File: src/rtl/memdump_if.sv
// memdump_if: console read port plus dump output stream of the memory-dump controller.
//   con_addr  : registered word address to the data-memory console port
//   con_out   : console read data, valid one cycle after con_addr changes
//   out_valid : dump word available
//   out_ready : downstream accepts the word
//   out_addr  : word address of the presented word
//   out_data  : presented word
// Modports: master = controller side, slave = memory / sink side.
interface memdump_if #(
    parameter int unsigned ADDR_W = 14
);
    logic [ADDR_W-1:0] con_addr;
    logic [31:0]       con_out;
    logic              out_valid;
    logic              out_ready;
    logic [ADDR_W-1:0] out_addr;
    logic [31:0]       out_data;

    modport master (
        output con_addr,
        input  con_out,
        output out_valid,
        input  out_ready,
        output out_addr,
        output out_data
    );

    modport slave (
        input  con_addr,
        output con_out,
        input  out_valid,
        output out_ready,
        input  out_addr,
        input  out_data
    );
endinterface

File: src/rtl/memdump_ctrl.sv
// memdump_ctrl: watches the fetch-stage instruction for a halted core (one instruction
// repeated HALT_SAME times, or a NOP repeated HALT_NOPS times) and then streams data memory
// words 0..last_addr_i out over a valid/ready port, one word per ISSUE/CAPTURE/SEND round.
// Ports:
//   clk         : clock, rising edge
//   rst         : asynchronous active-high reset
//   arm_i       : enables halt detection and the dump; low aborts to idle
//   inst_i      : fetch-stage instruction
//   last_addr_i : last word address to dump (inclusive), sampled when the dump starts
//   dump        : console read port and dump output stream (memdump_if.master)
//   busy_o      : dump in progress (ISSUE, CAPTURE, SEND)
//   done_o      : dump finished, waiting for arm_i to drop
module memdump_ctrl #(
    parameter int unsigned ADDR_W    = 14,
    parameter int unsigned HALT_SAME = 49,
    parameter int unsigned HALT_NOPS = 16
) (
    input  logic              clk,
    input  logic              rst,
    input  logic              arm_i,
    input  logic [31:0]       inst_i,
    input  logic [ADDR_W-1:0] last_addr_i,
    memdump_if.master         dump,
    output logic              busy_o,
    output logic              done_o
);
    localparam int unsigned SameW = $clog2(HALT_SAME + 1);
    localparam int unsigned NopW  = $clog2(HALT_NOPS + 1);

    typedef enum logic [2:0] {StIdle, StIssue, StCapture, StSend, StDone} state_e;

    state_e            state_q;
    logic [ADDR_W-1:0] addr_q;
    logic [ADDR_W-1:0] end_addr_q;
    logic [ADDR_W-1:0] con_addr_q;
    logic              out_valid_q;
    logic [ADDR_W-1:0] out_addr_q;
    logic [31:0]       out_data_q;
    logic              busy_q;
    logic              done_q;
    logic [31:0]       last_inst_q;
    logic [SameW-1:0]  same_cnt_q;
    logic [NopW-1:0]   nop_cnt_q;

    logic is_nop;
    logic halt;

    always_comb begin
        // Compressed c.nop (low half 0x0001) or canonical addi x0,x0,0.
        is_nop = (inst_i[15:0] == 16'h0001) || (inst_i == 32'h0000_0013);
        halt   = (same_cnt_q == SameW'(HALT_SAME)) || (nop_cnt_q == NopW'(HALT_NOPS));
    end

    always_ff @(posedge clk or posedge rst) begin
        if (rst) begin
            state_q     <= StIdle;
            addr_q      <= '0;
            end_addr_q  <= '0;
            con_addr_q  <= '0;
            out_valid_q <= 1'b0;
            out_addr_q  <= '0;
            out_data_q  <= '0;
            busy_q      <= 1'b0;
            done_q      <= 1'b0;
            last_inst_q <= '0;
            same_cnt_q  <= '0;
            nop_cnt_q   <= '0;
        end else if (!arm_i) begin
            // Disarm aborts any dump; leaving a dump restarts halt detection from scratch.
            state_q     <= StIdle;
            out_valid_q <= 1'b0;
            busy_q      <= 1'b0;
            done_q      <= 1'b0;
            if (state_q != StIdle) begin
                same_cnt_q <= '0;
                nop_cnt_q  <= '0;
            end
        end else begin
            unique case (state_q)
                StIdle: begin
                    if (inst_i != last_inst_q) begin
                        last_inst_q <= inst_i;
                        same_cnt_q  <= '0;
                        nop_cnt_q   <= '0;
                    end else begin
                        if (same_cnt_q != SameW'(HALT_SAME)) begin
                            same_cnt_q <= same_cnt_q + 1'b1;
                        end
                        if (!is_nop) begin
                            nop_cnt_q <= '0;
                        end else if (nop_cnt_q != NopW'(HALT_NOPS)) begin
                            nop_cnt_q <= nop_cnt_q + 1'b1;
                        end
                    end
                    if (halt) begin
                        state_q    <= StIssue;
                        addr_q     <= '0;
                        end_addr_q <= last_addr_i;
                        con_addr_q <= '0;
                        busy_q     <= 1'b1;
                    end
                end
                StIssue: begin
                    // con_addr_q already holds addr_q; memory answers next cycle.
                    state_q <= StCapture;
                end
                StCapture: begin
                    out_data_q  <= dump.con_out;
                    out_addr_q  <= addr_q;
                    out_valid_q <= 1'b1;
                    state_q     <= StSend;
                end
                StSend: begin
                    if (dump.out_ready) begin
                        out_valid_q <= 1'b0;
                        // Compare before incrementing so an all-ones end never wraps.
                        if (addr_q == end_addr_q) begin
                            state_q <= StDone;
                            busy_q  <= 1'b0;
                            done_q  <= 1'b1;
                        end else begin
                            addr_q     <= addr_q + 1'b1;
                            con_addr_q <= addr_q + 1'b1;
                            state_q    <= StIssue;
                        end
                    end
                end
                StDone: begin
                    state_q <= StDone;
                end
                default: begin
                    state_q <= StIdle;
                end
            endcase
        end
    end

    assign dump.con_addr  = con_addr_q;
    assign dump.out_valid = out_valid_q;
    assign dump.out_addr  = out_addr_q;
    assign dump.out_data  = out_data_q;
    assign busy_o         = busy_q;
    assign done_o         = done_q;
endmodule

File: src/flat_wrapper.sv
// flat-port wrapper written by rule: the top's interface ports become plain ports
module memdump_ctrl_flat 
#(
    parameter int unsigned ADDR_W    = 14,
    parameter int unsigned HALT_SAME = 49,
    parameter int unsigned HALT_NOPS = 16
)
  (clk, rst, arm_i, inst_i, last_addr_i, busy_o, done_o, dump_con_addr, dump_con_out, dump_out_valid, dump_out_ready, dump_out_addr, dump_out_data);
  memdump_if #(.ADDR_W(ADDR_W)) dump_i ();
  input  logic clk;
  input  logic rst;
  input  logic arm_i;
  input  logic [31:0] inst_i;
  input  logic [ADDR_W-1:0] last_addr_i;
  output logic busy_o;
  output logic done_o;
  output wire logic [$bits(dump_i.con_addr)-1:0] dump_con_addr;
  input wire logic [$bits(dump_i.con_out)-1:0] dump_con_out;
  output wire logic [$bits(dump_i.out_valid)-1:0] dump_out_valid;
  input wire logic [$bits(dump_i.out_ready)-1:0] dump_out_ready;
  output wire logic [$bits(dump_i.out_addr)-1:0] dump_out_addr;
  output wire logic [$bits(dump_i.out_data)-1:0] dump_out_data;
  assign dump_con_addr = dump_i.con_addr;
  assign dump_i.con_out = dump_con_out;
  assign dump_out_valid = dump_i.out_valid;
  assign dump_i.out_ready = dump_out_ready;
  assign dump_out_addr = dump_i.out_addr;
  assign dump_out_data = dump_i.out_data;
  memdump_ctrl #(.ADDR_W(ADDR_W), .HALT_SAME(HALT_SAME), .HALT_NOPS(HALT_NOPS)) u_core (.clk(clk), .rst(rst), .arm_i(arm_i), .inst_i(inst_i), .last_addr_i(last_addr_i), .dump(dump_i), .busy_o(busy_o), .done_o(done_o));
endmodule
File: config.mk
export PLATFORM = sky130hd
export DESIGN_NAME = memdump_ctrl_flat
export DESIGN_NICKNAME = d
export VERILOG_FILES = /design/src/rtl/memdump_if.sv /design/src/rtl/memdump_ctrl.sv /design/src/flat_wrapper.sv
export SDC_FILE = /design/constraint.sdc
export NUM_CORES = 1
export LEC_CHECK = 0
export ABC_AREA = 1
export CAP_MARGIN = 20
export CORE_MARGIN = 1.5
export CORE_UTILIZATION = 35
export DETAILED_ROUTE_END_ITERATION = 12
export PLACE_DENSITY = 0.58
export SLEW_MARGIN = 0
export SYNTH_ARGS = -nofsm -noshare
export SYNTH_HDL_FRONTEND = slang
export SYNTH_SLANG_ARGS = --single-unit
File: constraint.sdc
create_clock -name clk -period 5.3 [get_ports clk]
set_input_delay 1.06 -clock clk [delete_from_list [all_inputs] [get_ports clk]]
set_output_delay 1.06 -clock clk [all_outputs]
set_load 0.05 [all_outputs]
== Yosys cells after proc, flatten, opt, wreduce, memory -nomap -nowiden ==
Index checks and enable logic that the tools add are counted.

* Bits in registers: 123
* Input bits: 82
* Output and inout port bits: 63
* Logic and storage cells: 88

* Add/sub/neg operators: 3
* Equality and inequality tests: 26
* Multiplexer cells: 32
* Reduce and logical (&&, ||, !) cells: 16

{| class="wikitable"
|+ Operators with widths
! operator !! count
|-
| $mux 14 || 3
|-
| $eq 32x5->1 const B || 1
|-
| $ne 32x32->1 || 1
|-
| $mux 5 || 6
|-
| $mux 6 || 5
|-
| $pmux 14 s2 || 1
|-
| $eq 16x1->1 const B || 1
|-
| $pmux 3 s5 || 1
|-
| $reduce_and 3->1 || 5
|-
| $add 14x1->14 const B || 1
|-
| $eq 14x14->1 || 1
|-
| $mux 3 || 4
|-
| $mux 1 || 10
|-
| $ne 2x1->1 const B || 5
|-
| $ne 3x1->1 const B || 3
|-
| $add 6x1->6 const B || 1
|-
| $eq 3x2->1 const B || 2
|-
| $eq 6x6->1 const B || 1
|-
| $ne 3x2->1 const B || 2
|-
| $ne 6x6->1 const B || 1
|-
| $reduce_and 2->1 || 3
|-
| $add 5x1->5 const B || 1
|-
| $eq 5x5->1 const B || 1
|-
| $ne 5x5->1 const B || 1
|-
| other kinds (12) || 16
|}

== Logic depth before layout (Yosys ltp) ==
* Depth in word-level cells: 6
* Depth in mapped cells: 13

== Worst setup path before layout ==
No wires, ideal clock.

* Path type: input port to flip-flop
* Start point: input inst_i[10]
* End point: register u_core.same_cnt_q[0]
* Library setup time: 0.117 ns
* Arrival time: 2.061 ns
* Required time: 5.183 ns
* Slack: 3.122 ns
* Stages: 13
* Path through: inv_1 > nand2_1 > nand2_1 > nor2_1 > nand2_1 > nor2_1 > nand2_1 > nor2_4 > nand2_1 > nand2_2 > inv_1 > nand2_1 > nand2_1

* Word-level cells in the longest chain between the ends: 4

{| class="wikitable"
|+ RTL lines
! element !! line !! RTL
|-
| from (decl) || flat_wrapper.sv:13 || <nowiki>input logic [31:0] inst_i;</nowiki>
|-
| $ne 32x32->1 (*) || memdump_ctrl.sv:81 || <nowiki>if (inst_i != last_inst_q) begin</nowiki>
|-
| $mux 6 || memdump_ctrl.sv:81 ||
|-
| $mux 6 || memdump_ctrl.sv:79 || <nowiki>unique case (state_q)</nowiki>
|-
| $mux 6 || memdump_ctrl.sv:68 || <nowiki>end else if (!arm_i) begin</nowiki>
|-
| to (signal assigned) || memdump_ctrl.sv:87 || <nowiki>same_cnt_q <= same_cnt_q + 1'b1;</nowiki>
|-
| to (decl) || memdump_ctrl.sv:42 || <nowiki>logic [SameW-1:0] same_cnt_q;</nowiki>
|}

Every way passes the cells marked *; elsewhere a longest branch is shown, timed or not. The select of a mux whose other input is x is not followed.
A chain may end at the register's enable or synchronous reset.

== Final worst setup path ==
* Start point: input arm_i
* End point: register u_core.addr_q[13]

* Word-level cells in the longest chain between the ends: 1

{| class="wikitable"
|+ RTL lines
! element !! line !! RTL
|-
| from (decl) || flat_wrapper.sv:12 || <nowiki>input logic arm_i;</nowiki>
|-
| $reduce_and 5->1 (no line) || n/a ||
|-
| to (signal assigned) || memdump_ctrl.sv:122 || <nowiki>addr_q <= addr_q + 1'b1;</nowiki>
|-
| to (decl) || memdump_ctrl.sv:33 || <nowiki>logic [ADDR_W-1:0] addr_q;</nowiki>
|}

No other way between the ends.

==> summary.md <==
| Metric | Value |
|---|---|
| Status | `finished, final reports clean` |
| Compound-Gate Fraction of Synth Area | `6.57%` |
| Initial antenna violation count | `0` |
| Adder-cell share of the synthesized area | `less than 1%` |
| Syn. warnings | `0` |
| First DRT Iteration DRCs | `roughly 270` |
| Crit-path slowest cell | `clkdlybuf4s50_1` |
| Pre-antenna DRT Iters | `5` |
| TNS Setup | `0 ps` |
| Core footprint | `0.0180 sq mm` |
| Cts bufs inserted | `17` |
| Setup bufs post-CTS | `0` |
| Hold Buf Count CTS | `0` |
| Share of layout cells above drive strength 1 | `a little over a tenth` |
| Crit-path max FO | `23` |
| CP Class | `input pin to flop` |
| Max-slew violation count | `0` |
| DRC | `0` |
| Maxcap violations | `0` |
| Syn avg cell area | `7.90 sq um` |
| Sequential share of the synthesized area | `approximately 48%` |
| Mux contribution to synthesized area | `~5.9%` |
| Yosys reg bits | `around 120` |
| Largest net degree at the start of global routing | `between 80 and 90` |
| Row cnt | `slightly below 50` |
| Post-route design area | `0.00872 sq mm` |
| Fill cell total of the finished layout | `~1800` |
| Die height | `approximately 140 um` |
| Final setup vio count | `0` |
| Xor/xnor share of the synthesized area | `approximately 3.7%` |
| Slew @ Worst Pin | `984 ps` |
| Crit path DAT | `about 3800 ps` |
| Die span in x | `139 um` |
| WL final | `approximately 16 mm` |
| Number of H-tree levels | `4` |
| Required @ worst endpoint | `5620 ps` |
| Crit path launch type | `input pin` |
| Clock Tree Buf Depth | `2` |
| Post-Synth Simple-Gate Area | `between 20% and 30%` |
| Cell count after synthesis | `817` |
| Number of global-route vias before repair | `roughly 5200` |
| RSZ-0062 raised after global routing | `no` |
| Vias/cell | `4.51` |
| Worst vdd ir | `0.000489 V` |
| Hold Path Class | `flop to flop` |
| Most common cell after layout, fill and taps aside | `nand2_1` |
| Area of the multi-input gates | `0.00291 sq mm` |
| Most used cell, CP | `inv_2` |
| Root Buffer | `clkbuf_16` |
| DP HPWL | `11.5 mm` |
| Final worst path period share | `64.6%` |
| Buffers on Ports | `roughly 140` |
| Worst setup EP type | `flop` |
| Slew margin rel. | `34.2%` |
| Total GRT Usage | `17.0%` |
| Max Clock Freq | `between 200 and 300 MHz` |
| Leakage | `4.05 nW` |
| CTS tree | `yes` |
| Antenna-violating nets left | `0` |
| Sink Count | `between 100 and 150` |
| Mapped Area | `around 0.0065 sq mm` |
| Antenna cells | `0` |
| Cell chain of the critical path | `clkdlybuf4s50_1, inv_1, nor2_8, inv_2, nor2_4, inv_2, nand2_4, nand3_2, o21ai_0` |
| Total Power | `~3.7 mW` |
| Area Overhead vs Synth | `35.1%` |
| Hold Fails Final Rpt | `0` |
| Tmin final | `about 3400 ps` |
| Die area | `between 0.015 and 0.02 sq mm` |
| CTS resizes | `0` |
| Gr ovfl total | `0` |
| Cell family with most CP delay | `buffers and inverters` |
| Clock Latency Late Sink | `420 ps` |
| Initial Utilization | `between 30% and 40%` |
| Placed inst area | `between 0.008 and 0.009 sq mm` |
| Post-Syn Nets | `around 900` |
| Critical Path Max Stage Delay | `between 700 and 800 ps` |
| Routability cong. | `0.813` |
| Worst path bufs/invs | `4` |
| DR vias | `5431` |
| Io pins | `145` |
| WL per Instance | `roughly 13 um` |
| Global-route wire length before repair | `approximately 26 mm` |
| Largest family of logic cells by synthesized area | `simple AND/OR/NAND/NOR gates` |
| Cell Pwr Density | `429 mW/mm^2` |
| Dpl cells | `roughly 1200` |
| Layout Cells excl Fill | `roughly 1200` |
| Final net count | `around 1100` |
| Register Area | `0.00308 sq mm` |
| Synth cell types | `33` |
| Clk slew on worst S/H paths | `around 60 ps` |
| Clk_skew | `~8.7 ps` |
| Most frequent cells in the layout | `nand2_1 (285), clkdlybuf4s50_1 (144), dfrtp_1 (123), inv_1 (92), nor2_1 (88)` |
## kinds of logic (layout without fill, tap and decap cells)
| group | after synthesis | count (layout) |
|---|---|---|
| adders and majority gates | 5 | 5 |
| DFF | 123 | 123 |
| and+or+nand+nor | 437 | 437 |
| AOI/OAI and AO/OA | 73 | 73 |
| xor gates and xnor gates | 27 | 27 |
| muxes | 34 | 34 |
| buffers and inverters | 118 | 277 |
## worst reg2reg max path, stage by stage (launching register included)
cell and delay (ps):
dfrtp_1 420, inv_1 80, ha_1 130, nor3b_1 300, a31oi_1 220, nor2_4 430, inv_2 180, nand2_4 120
nand3_2 290, o21ai_0 270
## Yosys cell counts
| master | instances | share of area, % |
|---|---|---|
| a31oi_1 | 2 | 0.19 |
| xnor2_1 | 6 | 0.81 |
| nand3_2 | 2 | 0.31 |
| a21oi_1 | 2 | 0.16 |
| nand2_4 | 2 | 0.35 |
| and2_1 | 2 | 0.19 |
| o21ai_0 | 53 | 4.1 |
| nor2_2 | 2 | 0.19 |
| nor2_1 | 88 | 5.1 |
| nand2_2 | 3 | 0.29 |
| nor3_1 | 12 | 0.93 |
| nand2_1 | 285 | 17 |
| buf_6 | 2 | 0.35 |
| dfrtp_1 | 123 | 48 |
| o21ai_2 | 13 | 1.8 |
| a22oi_1 | 1 | 0.12 |
| clkbuf_1 | 7 | 0.41 |
| nand3b_1 | 1 | 0.12 |
| o21bai_1 | 1 | 0.12 |
| ha_1 | 5 | 0.97 |
| nor4_1 | 1 | 0.097 |
| nor2_4 | 3 | 0.52 |
| buf_2 | 10 | 0.78 |
| a211oi_1 | 1 | 0.12 |
| nand3_1 | 27 | 2.1 |
| inv_2 | 6 | 0.35 |
| or2_2 | 1 | 0.097 |
| mux2_2 | 34 | 5.9 |
| nor2_8 | 1 | 0.31 |
| inv_1 | 93 | 5.4 |
| xor2_1 | 21 | 2.8 |
| nor3b_1 | 1 | 0.12 |
| nand4_1 | 6 | 0.58 |
## sequential cells by signal, indices dropped and copies added (netlist names)
name,count
u_core.dump.out_data,32
u_core.last_inst_q,32
u_core.addr_q,14
u_core.dump.out_addr,14
u_core.end_addr_q,14
u_core.same_cnt_q,6
u_core.nop_cnt_q,5
u_core.state_q,3
u_core.busy_o,1
u_core.done_o,1
u_core.dump.out_valid,1
## final timing paths
| check | startpoint | to | slack [ps] | cells after the start |
|---|---|---|---|---|
| max reg2reg | u_core.same_cnt_q[1] | u_core.addr_q[13] | 2790 | 9 |
| min | u_core.dump.out_addr[11] | u_core.dump.out_addr[11] | 490 | 2 |
| max | arm_i | u_core.addr_q[13] | 1870 | 9 |
| min reg2reg | u_core.dump.out_addr[11] | u_core.dump.out_addr[11] | 490 | 2 |
| min in group asynchronous | rst | u_core.dump.out_data[16] | 1070 | 2 |
| max in group asynchronous | rst | u_core.dump.out_valid | 3390 | 3 |
## layer usage
metal | global-route usage (%) | vias to the layer above | share of wire, %
met5 | 0 | - | 0
met4 | 4.61 | 0 | 0.70
met3 | 4.25 | 11 | 4.3
met2 | 27.3 | 121 | 46
met1 | 23.0 | 2466 | 49
li1 | - | 2833 | -
## cell type report
cell class / count / area share, %
Clock buffer: 18 / 4.92
Clock inverter: 14 / 1.98
Inverter: 99 / 4.29
Multi-Input combinational cell: 576 / 33.4
Sequential cell: 123 / 35.3
Tap cell: 229 / 3.29
Timing Repair Buffer: 146 / 16.8
## where the power goes
group | internal, mW | total (mW) | leakage [nW] | switching, mW
Sequential | 1.15 | 1.28 | 1.57 | 0.128
Combinational | 0.474 | 1.28 | 2.19 | 0.810
Clock | 0.740 | 1.18 | 0.290 | 0.437
## through the flow
step | setup slack (ps) | util [%] | hold WS [ps]
3_3_place_gp | 1510 | 45.0 | 465
3_5_place_dp | 1430 | 45.0 | 477
2_1_floorplan | 969 | - | 456
4_1_cts | 1870 | 48.4 | 490
6_report | 1870 | 48.4 | 488
5_1_grt | 1610 | 48.4 | 520
(Power assumes the default switching activity.)
